File: src/rtl/mu_cgra_pkg.sv
// Shared lane/word types for the matrix-unit <-> CGRA stream blocks.
package mu_cgra_pkg;

  localparam int unsigned MU_NUM_LANES  = 32;
  localparam int unsigned MU_DATA_WIDTH = 16;

  typedef logic [15:0] mu_lane_t;
  typedef mu_lane_t [MU_NUM_LANES-1:0] mu_word_t;

endpackage

File: src/rtl/mu2cgra_rx_lane_track.sv
// Per-lane consumption tracking for the head word: done vector, lane valids, retire pulse.
module mu2cgra_rx_lane_track #(
  parameter int unsigned NUM_LANES = 32
) (
  input  logic                 clk,
  input  logic                 rst,
  input  logic                 flush,
  input  logic                 head_valid,
  input  logic [NUM_LANES-1:0] lane_ready,
  output logic [NUM_LANES-1:0] lane_valid,
  output logic                 pop
);

  logic [NUM_LANES-1:0] done;
  logic [NUM_LANES-1:0] fire;

  always_comb begin
    lane_valid = head_valid ? ~done : '0;
    fire       = lane_valid & lane_ready;
    pop        = head_valid && (&(done | fire));
  end

  // The last outstanding lane's fire retires the word in the same cycle.
  always_ff @(posedge clk or posedge rst) begin
    if (rst) begin
      done <= '0;
    end else if (flush || pop) begin
      done <= '0;
    end else begin
      done <= done | fire;
    end
  end

endmodule

File: src/rtl/mu2cgra_rx.sv
// MU->CGRA receive FIFO with per-lane retire tracking.
// Optional statistics counters enabled by defining MU2CGRA_RX_STATS_EN.
module mu2cgra_rx
  import mu_cgra_pkg::*;
#(
  parameter int unsigned NUM_LANES  = MU_NUM_LANES,
  parameter int unsigned DATA_WIDTH = MU_DATA_WIDTH,
  parameter int unsigned DEPTH      = 4
) (
  input  logic                  clk_in,
  input  logic                  reset_in,
  input  logic                  flush,
  input  logic                  mu2cgra_valid,
  output logic                  cgra2mu_ready,
  input  logic [DATA_WIDTH-1:0] mu2cgra [NUM_LANES],
  output logic [DATA_WIDTH-1:0] lane_dat [NUM_LANES],
  output logic [NUM_LANES-1:0]  lane_valid,
  input  logic [NUM_LANES-1:0]  lane_ready,
  output logic [31:0]           stat_words,
  output logic [31:0]           stat_stalls
);

  localparam int unsigned PTR_W = $clog2(DEPTH);
  localparam logic [PTR_W:0] FULL = (PTR_W+1)'(DEPTH);

  logic [DATA_WIDTH-1:0] mem [DEPTH][NUM_LANES];
  logic [PTR_W-1:0]      wptr;
  logic [PTR_W-1:0]      rptr;
  logic [PTR_W:0]        count;
  logic                  head_valid;
  logic                  push;
  logic                  pop;

  assign cgra2mu_ready = (count != FULL);
  assign head_valid    = (count != '0);
  assign push          = mu2cgra_valid && cgra2mu_ready && !flush;

  always_comb begin
    for (int unsigned i = 0; i < NUM_LANES; i++) begin
      lane_dat[i] = mem[rptr][i];
    end
  end

  always_ff @(posedge clk_in) begin
    if (push) begin
      mem[wptr] <= mu2cgra;
    end
  end

  always_ff @(posedge clk_in or posedge reset_in) begin
    if (reset_in) begin
      wptr  <= '0;
      rptr  <= '0;
      count <= '0;
    end else if (flush) begin
      wptr  <= '0;
      rptr  <= '0;
      count <= '0;
    end else begin
      if (push) wptr <= wptr + 1'b1;
      if (pop)  rptr <= rptr + 1'b1;
      case ({push, pop})
        2'b10:   count <= count + 1'b1;
        2'b01:   count <= count - 1'b1;
        default: count <= count;
      endcase
    end
  end

  mu2cgra_rx_lane_track #(
    .NUM_LANES(NUM_LANES)
  ) u_lane_track (
    .clk        (clk_in),
    .rst        (reset_in),
    .flush      (flush),
    .head_valid (head_valid),
    .lane_ready (lane_ready),
    .lane_valid (lane_valid),
    .pop        (pop)
  );

`ifdef MU2CGRA_RX_STATS_EN
  logic [31:0] words_q;
  logic [31:0] stalls_q;

  always_ff @(posedge clk_in or posedge reset_in) begin
    if (reset_in) begin
      words_q  <= '0;
      stalls_q <= '0;
    end else if (flush) begin
      words_q  <= '0;
      stalls_q <= '0;
    end else begin
      if (push) words_q <= words_q + 1'b1;
      if (mu2cgra_valid && !cgra2mu_ready) stalls_q <= stalls_q + 1'b1;
    end
  end

  assign stat_words  = words_q;
  assign stat_stalls = stalls_q;
`else
  assign stat_words  = '0;
  assign stat_stalls = '0;
`endif

endmodule

File: config.mk
export PLATFORM = sky130hd
export DESIGN_NAME = mu2cgra_rx
export DESIGN_NICKNAME = d
export VERILOG_FILES = /design/src/rtl/mu_cgra_pkg.sv /design/src/rtl/mu2cgra_rx_lane_track.sv /design/src/rtl/mu2cgra_rx.sv
export SDC_FILE = /design/constraint.sdc
export NUM_CORES = 1
export LEC_CHECK = 0
export ABC_AREA = 1
export CORE_AREA = 3 3 448 450
export CTS_BUF_LIST = sky130_fd_sc_hd__clkbuf_8
export CTS_CLUSTER_SIZE = 16
export DETAILED_ROUTE_END_ITERATION = 7
export DIE_AREA = 0 0 451 453
export GPL_ROUTABILITY_DRIVEN = 0
export PLACE_DENSITY = 0.65
export SLEW_MARGIN = 40
export SYNTH_ARGS = -nofsm -noshare
export SYNTH_HDL_FRONTEND = slang
export SYNTH_SLANG_ARGS = --single-unit
File: constraint.sdc
create_clock -name clk_in -period 22 [get_ports clk_in]
set_input_delay 4.4 -clock clk_in [delete_from_list [all_inputs] [get_ports clk_in]]
set_output_delay 4.4 -clock clk_in [all_outputs]
set_load 0.05 [all_outputs]
==> out/metrics.cfg, run 1 <==
[synth]
synth_top_family_by_area=compound AO/OA/AOI/OAI gates
synth.distinct_cells=27
synth-xor-area-share=0.000225
syn_area_per_cell_um2=14.6
synthCells=5332
yosysSeqAreaShare=0.804
synth_compound_area_frac=0.110
netlist_area_um2=77700
synthAdderAreaFrac=0.000902
synthMuxAreaShare=0
synthSimpleGateAreaFrac=0.0589
ys_warn_count=0
ys_seq_elements=2087

[worst_hold_path]
hp-start=u_lane_track.done[28]$_DFF_PP0_
hold_path.class=reg2reg

[route]
drcViolationCount=0
num_vias=49500
met3_length_um=16500
top_layer_used=met5
wl_met2_um=111000
wire_per_inst_um=23.4
initialDrtViolationCount=4282
wl_um=221000
drt-met1-wl_um=83700
dr.pass1.iters=6
ant_nets=0
viasPerCell=5.25

[placement]
dp_cells=8785
portBuffers=1092
place.detailed.hpwl_um=138000
dpl-instance-area_um2=91200

[setup_path]
max_stage_delay_ns=0.86
critPathLaunch=rptr[0]$_DFFE_PP0P_
critPathTopFamily=buffers and inverters
arrival_ns=6.46
path_cells=inv_12, buf_4, buf_4, buf_6, buf_6, o21ai_0, o22ai_1, clkdlybuf4s50_1
r2r_start=count[0]$_DFFE_PP0P_
crit_type=reg2out
crit_slowest_cell=clkdlybuf4s50_1
end_kind=primary output
required_ns=17.60
path_buf_inv=6
start_kind=flop
worstPathMaxFanout=168

[floorplanning]
rows=163
dieArea_um2=204000
core_um2=197000
die_height_um=453
start_util=0.394
io_pins=1157
die_w_um=451

[finish]
final_common_cell=edfxtp_1
regArea_um2=62500
instances_no_fill=9438
multiInputGateArea_um2=13400
area_growth_pct=25.6
fill_cells=16700
final_nets=7055
drive_gt1_frac=0.0743
stdcell_area_um2=97600
final_cell_mix=edfxtp_1, clkdlybuf4s50_1, nor2_1

[cts]
cts_made_buffers=350
cts_setup_buffers=0
cts.sinks=2087
cts_tree=built
cts_root_buf=clkbuf_8
ctsLongestPathBuffers=4
clkLatencyLatePin_ns=1.04
clkTransAtPathRegs_ns=0.06
htreeDepth=5
cts_hold_buffers=0
post_cts_resized=0

[power]
p_per_area_nw_per_um2=92.5
p_leak_nw=32.4
peakVddDrop_v=0.0000666

[grt]
overflow=0
grt_pass1_wl_um=320000
antenna_found_initial=71
grt_use_total=0.208
grt_pass1_vias=47800
grt_max_degree=189

[timing]
setup_tns_ns=0
fmax_mhz=92.1
fin_crit_sh=0.494
setup_violations=0
slew_viol_final=0
worst_slew_pin_slew_ns=0.889
relSlewSlack=0.407
grt_setup_unrepaired=no
fin_worst_skew_ns=0.103
final-hold-violation-count=0
period_needed_ns=10.86

[outcome]
status=finished clean

[job]
max_cap_viol_count=0

## layer usage
| layer | vias to the layer above | track usage |
|---|---|---|
| li1 | 22400 | - |
| met1 | 24800 | 0.249 |
| met2 | 1903 | 0.344 |
| met3 | 440 | 0.0600 |
| met4 | 32 | 0.103 |
| met5 | - | 0 |
## stage by stage
stage	utilization	setup WS, ns	total power, W	hold slack (ns)
3_5_place_dp	0.463	11.67	0.00602	0.527
6_report	0.496	11.14	0.00903	0.538
2_1_floorplan	-	-5.41	0.00555	0.494
4_1_cts	0.494	10.46	0.00911	0.537
3_3_place_gp	0.462	11.59	0.00601	0.520
5_1_grt	0.495	10.64	0.00937	0.574
## tightest hold or removal path, stage by stage (launching register included)
cell and delay (ns):
dfrtp_1 0.37, inv_1 0.07, a21oi_1 0.06
## final timing paths
| check | endpoint | slack (ns) | cells after the start |
|---|---|---|---|
| worst max-delay path | lane_dat[410] | 11.14 | 8 |
| worst min-delay path | u_lane_track.done[28]$_DFF_PP0_ | 0.54 | 2 |
| worst max register to register | mem[2][380]$_DFFE_PP_ | 16.93 | 10 |
| worst min register to register | u_lane_track.done[28]$_DFF_PP0_ | 0.54 | 2 |
| max in group asynchronous | rptr[1]$_DFFE_PP0P_ | 17.80 | 3 |
| min in group asynchronous | wptr[0]$_DFFE_PP0P_ | 3.81 | 3 |
## sequential cells by signal, indices dropped and copies added, names as in the netlist
register	cells
u_lane_track.done	32
rptr	2
mem	2048
wptr	2
count	3
## cells in the mapped netlist (all sizes together)
cell / count / share of area
conb: 1 / 0.000048
a21oi: 32 / 0.0021
nand2: 107 / 0.0053
inv: 47 / 0.0023
dfrtp: 39 / 0.013
ha: 4 / 0.00064
edfxtp: 2048 / 0.79
xnor2: 1 / 0.00011
o22ai: 512 / 0.041
o21ai: 1028 / 0.066
nor2: 1085 / 0.053
fa: 1 / 0.00026
buf: 117 / 0.0098
nand4: 6 / 0.00056
xor2: 1 / 0.00011
clkbuf: 296 / 0.014
nand3: 7 / 0.00052
## cells by family (layout without fill, tap and decap cells)
family | Yosys count | in the layout
AOI/OAI and AO/OA | 1572 | 1572
other | 1 | 108
adders and majority gates | 5 | 5
DFF | 2087 | 2087
buffers and inverters | 460 | 1819
and+or+nand+nor | 1205 | 1205
xor gates and xnor gates | 2 | 2
## power by group
part / switching [W] / total (W) / internal (W)
Combinational: 0.00100 / 0.00141 / 0.000407
Sequential: 0.0000313 / 0.00453 / 0.00450
Clock: 0.00149 / 0.00309 / 0.00160
Total: 0.00252 / 0.00903 / 0.00651
## layout make-up
class,count,area share
timing repair buffer,1168,0.122
sequential,2087,0.640
tap,2640,0.0338
inverter,47,0.00201
clock inverter,243,0.0121
clock buffer,361,0.0509
multi-input combinational,2848,0.138
antenna,44,0.00113
Power figures use the tool's default switching activity.
==> inputs of run 2 (changes only) <==
PLACE_DENSITY = 0.63   (was 0.65)
clock period = 10.9 ns   (was 22 ns; I/O delays follow)
==> run 2 against run 1 <==
Effect of this change:
- flip-flop and latch count did not move
- global-route usage rose by 0.38 points
- register-to-register slack got worse by 9.8 ns
- wire length rose by 1.8%
- critical path depth fell by 1
- sequential share of layout area barely moved
- design area barely moved
- via count fell by 0.70%
- count of clock-buffer cells in the layout rose by 5
- final cell count rose by 0.25%
- largest cell class unchanged
- largest power group unchanged
==> out/metrics.cfg, run 2 (same netlist as run 1, synthesis figures left out) <==
[outcome]
status=finished clean

[grt]
grt_use_total=0.212  ; +0.00378
grt_pass1_vias=47700  ; -0.084%
antenna_found_initial=93  ; +31%
overflow=0  ; unchanged
grt_pass1_wl_um=322000  ; +0.69%
grt_max_degree=172  ; -9.0%

[job]
max_cap_viol_count=0  ; unchanged

[finish]
drive_gt1_frac=0.0730  ; -0.00136
reg.largest.list=mem x2048, u_lane_track.done x32, count x3
multiInputGateArea_um2=13400  ; unchanged
top_register=mem
final_common_cell=edfxtp_1
final_nets=7051  ; -0.057%
regArea_um2=62500  ; unchanged
fill_cells=16900  ; +0.89%
final_cell_mix=edfxtp_1, clkdlybuf4s50_1, nor2_1
postLayoutCoreUtil=0.496  ; about the same
largest_reg_flops=2048  ; unchanged
instances_no_fill=9462  ; +0.25%
area_growth_pct=25.7  ; about the same

[worst_hold_path]
holdPathStages=2  ; unchanged
hp-start=u_lane_track.done[12]$_DFF_PP0_
min_to=u_lane_track.done[12]$_DFF_PP0_
hold_path.class=reg2reg

[route]
wl_um=225000  ; +1.8%
viasPerCell=5.20  ; -0.95%
wire_per_inst_um=23.8  ; +1.5%
initialDrtViolationCount=3984  ; -7.0%
num_vias=49200  ; -0.70%
ant_nets=0  ; unchanged
drcViolationCount=0  ; unchanged
dr.pass1.iters=8  ; +2

[setup_path]
ff2ff_path_depth=8  ; -2
start_kind=flop
worstPathMaxFanout=96  ; -43%
crit_type=reg2out
required_ns=8.72  ; -8.88 ns
arrival_ns=5.27  ; -1.19 ns
end_kind=primary output
r2r_slack_ns=7.09  ; -9.84 ns
r2r_end=mem[1][8]$_DFFE_PP_
critPathLaunch=rptr[0]$_DFFE_PP0P_
r2r_start=count[0]$_DFFE_PP0P_

[power]
p_comb_frac=0.156  ; about the same
pwr-share-clk=0.342  ; about the same
internal-power_w=0.0131  ; +100%
p_sw_w=0.00512  ; +100%
p_sw_frac=0.281  ; +0.00195
pwr-share-seq=0.502  ; about the same
p_per_area_nw_per_um2=187  ; +100%
p_leak_nw=32.3  ; -0.12%
peakVddDrop_v=0.000106  ; +59%

[floorplanning]
start_util=0.394  ; unchanged
core_um2=197000  ; unchanged
io_pins=1157  ; unchanged
die_height_um=453  ; unchanged
dieArea_um2=204000  ; unchanged
die_w_um=451  ; unchanged
rows=163  ; unchanged

[placement]
dp_cells=8775  ; -0.11%
place.detailed.hpwl_um=138000  ; -0.28%
portBuffers=1092  ; unchanged

[cts]
cts_made_buffers=360  ; +2.9%
htreeDepth=5  ; unchanged
clkLatencyLatePin_ns=1.03  ; about the same
cts.sinks=2087  ; unchanged
ctsLongestPathBuffers=4  ; unchanged
cts_setup_buffers=0  ; unchanged
post_cts_resized=0  ; unchanged
cts_root_buf=clkbuf_8
clkTransAtPathRegs_ns=0.06  ; about the same
cts_tree=built
cts_hold_buffers=0  ; unchanged

[timing]
fmax_mhz=134
setup_violations=0  ; unchanged
fin_crit_sh=0.684
worst_slew_pin_slew_ns=0.973  ; +0.0839 ns
period_needed_ns=7.45
relSlewSlack=0.351  ; -0.0559
slew_viol_final=0  ; unchanged
setup_tns_ns=0  ; unchanged
grt_setup_unrepaired=no
hold-worst-slack_ns=0.536  ; -0.00170 ns
final-hold-violation-count=0  ; unchanged
fin_worst_skew_ns=0.0945  ; -0.00834 ns

==> run 2: changes by cell type in the layout (fill, tap and decap cells not counted), moves of 2 or more <==
cell        previous run  this run
buf_6                 28        15
buf_16                 9         7
inv_6                  2         4
buf_4                 26        17
clkinv_2              27        25
buf_12                13        22
diode_2               44        65
bufinv_16              7         3
clkinv_1              87        92
clkinvlp_4             3         9
clkbuf_8             361       367
inv_1                155       161
==> run 2: layout make-up <==
type | count | area share
inverters | 47 | 0.00201
repair buffers | 1154 | 0.122
multi-input cells | 2848 | 0.138
well taps | 2640 | 0.0338
clock buffers | 366 | 0.0516
flip-flops and latches | 2087 | 0.640
diodes | 65 | 0.00167
clock inverters | 255 | 0.0118
==> run 2: critical path, stage by stage (launching register included) <==
cell             delay (ns)
dfrtp_4                0.65
buf_12                 0.27
inv_8                  0.37
buf_4                  0.70
buf_4                  0.62
o21ai_0                0.17
o22ai_1                0.27
clkdlybuf4s50_1        0.87
==> run 2: stage by stage <==
step / area [µm²] / worst slack (ns) / total power (W)
5_1_grt: 97600 / 3.08 / 0.0189
3_3_place_gp: 91000 / 4.43 / 0.0121
3_5_place_dp: 91200 / 4.59 / 0.0122
6_report: 97600 / 3.45 / 0.0182
2_1_floorplan: 77900 / -5.62 / 0.0111
4_1_cts: 97400 / 3.36 / 0.0184
==> run 2: worst max path at each step <==
| stage | end | slack [ns] | cells past startpoint |
|---|---|---|---|
| 6_report | lane_dat[409] | 3.45 | 7 |
| 5_1_grt | lane_dat[409] | 3.08 | 7 |
| 4_1_cts | lane_dat[197] | 3.36 | 7 |
| 3_5_place_dp | lane_dat[197] | 4.59 | 7 |
| 3_3_place_gp | lane_dat[462] | 4.43 | 5 |
| 2_1_floorplan | mem[0][0]$_DFFE_PP_ | -5.62 | 4 |
==> run 2: metal layers <==
metal / vias up / GRT usage / routed length, µm
met5: - / 0 / 187
met4: 24 / 0.121 / 11800
met3: 488 / 0.0625 / 16000
met2: 1760 / 0.350 / 112000
met1: 24500 / 0.246 / 84900
li1: 22400 / - / -
==> run 2: power by group through the flow <==
| stage | Combinational, W | Sequential, W | Clock (W) |
|---|---|---|---|
| finish | 0.00284 | 0.00915 | 0.00622 |
| global route | 0.00298 | 0.00917 | 0.00678 |
| CTS | 0.00285 | 0.00915 | 0.00640 |
| detailed placement | 0.00285 | 0.00932 | 0 |
| global placement | 0.00281 | 0.00932 | 0 |
| floorplan | 0.00168 | 0.00942 | 0 |
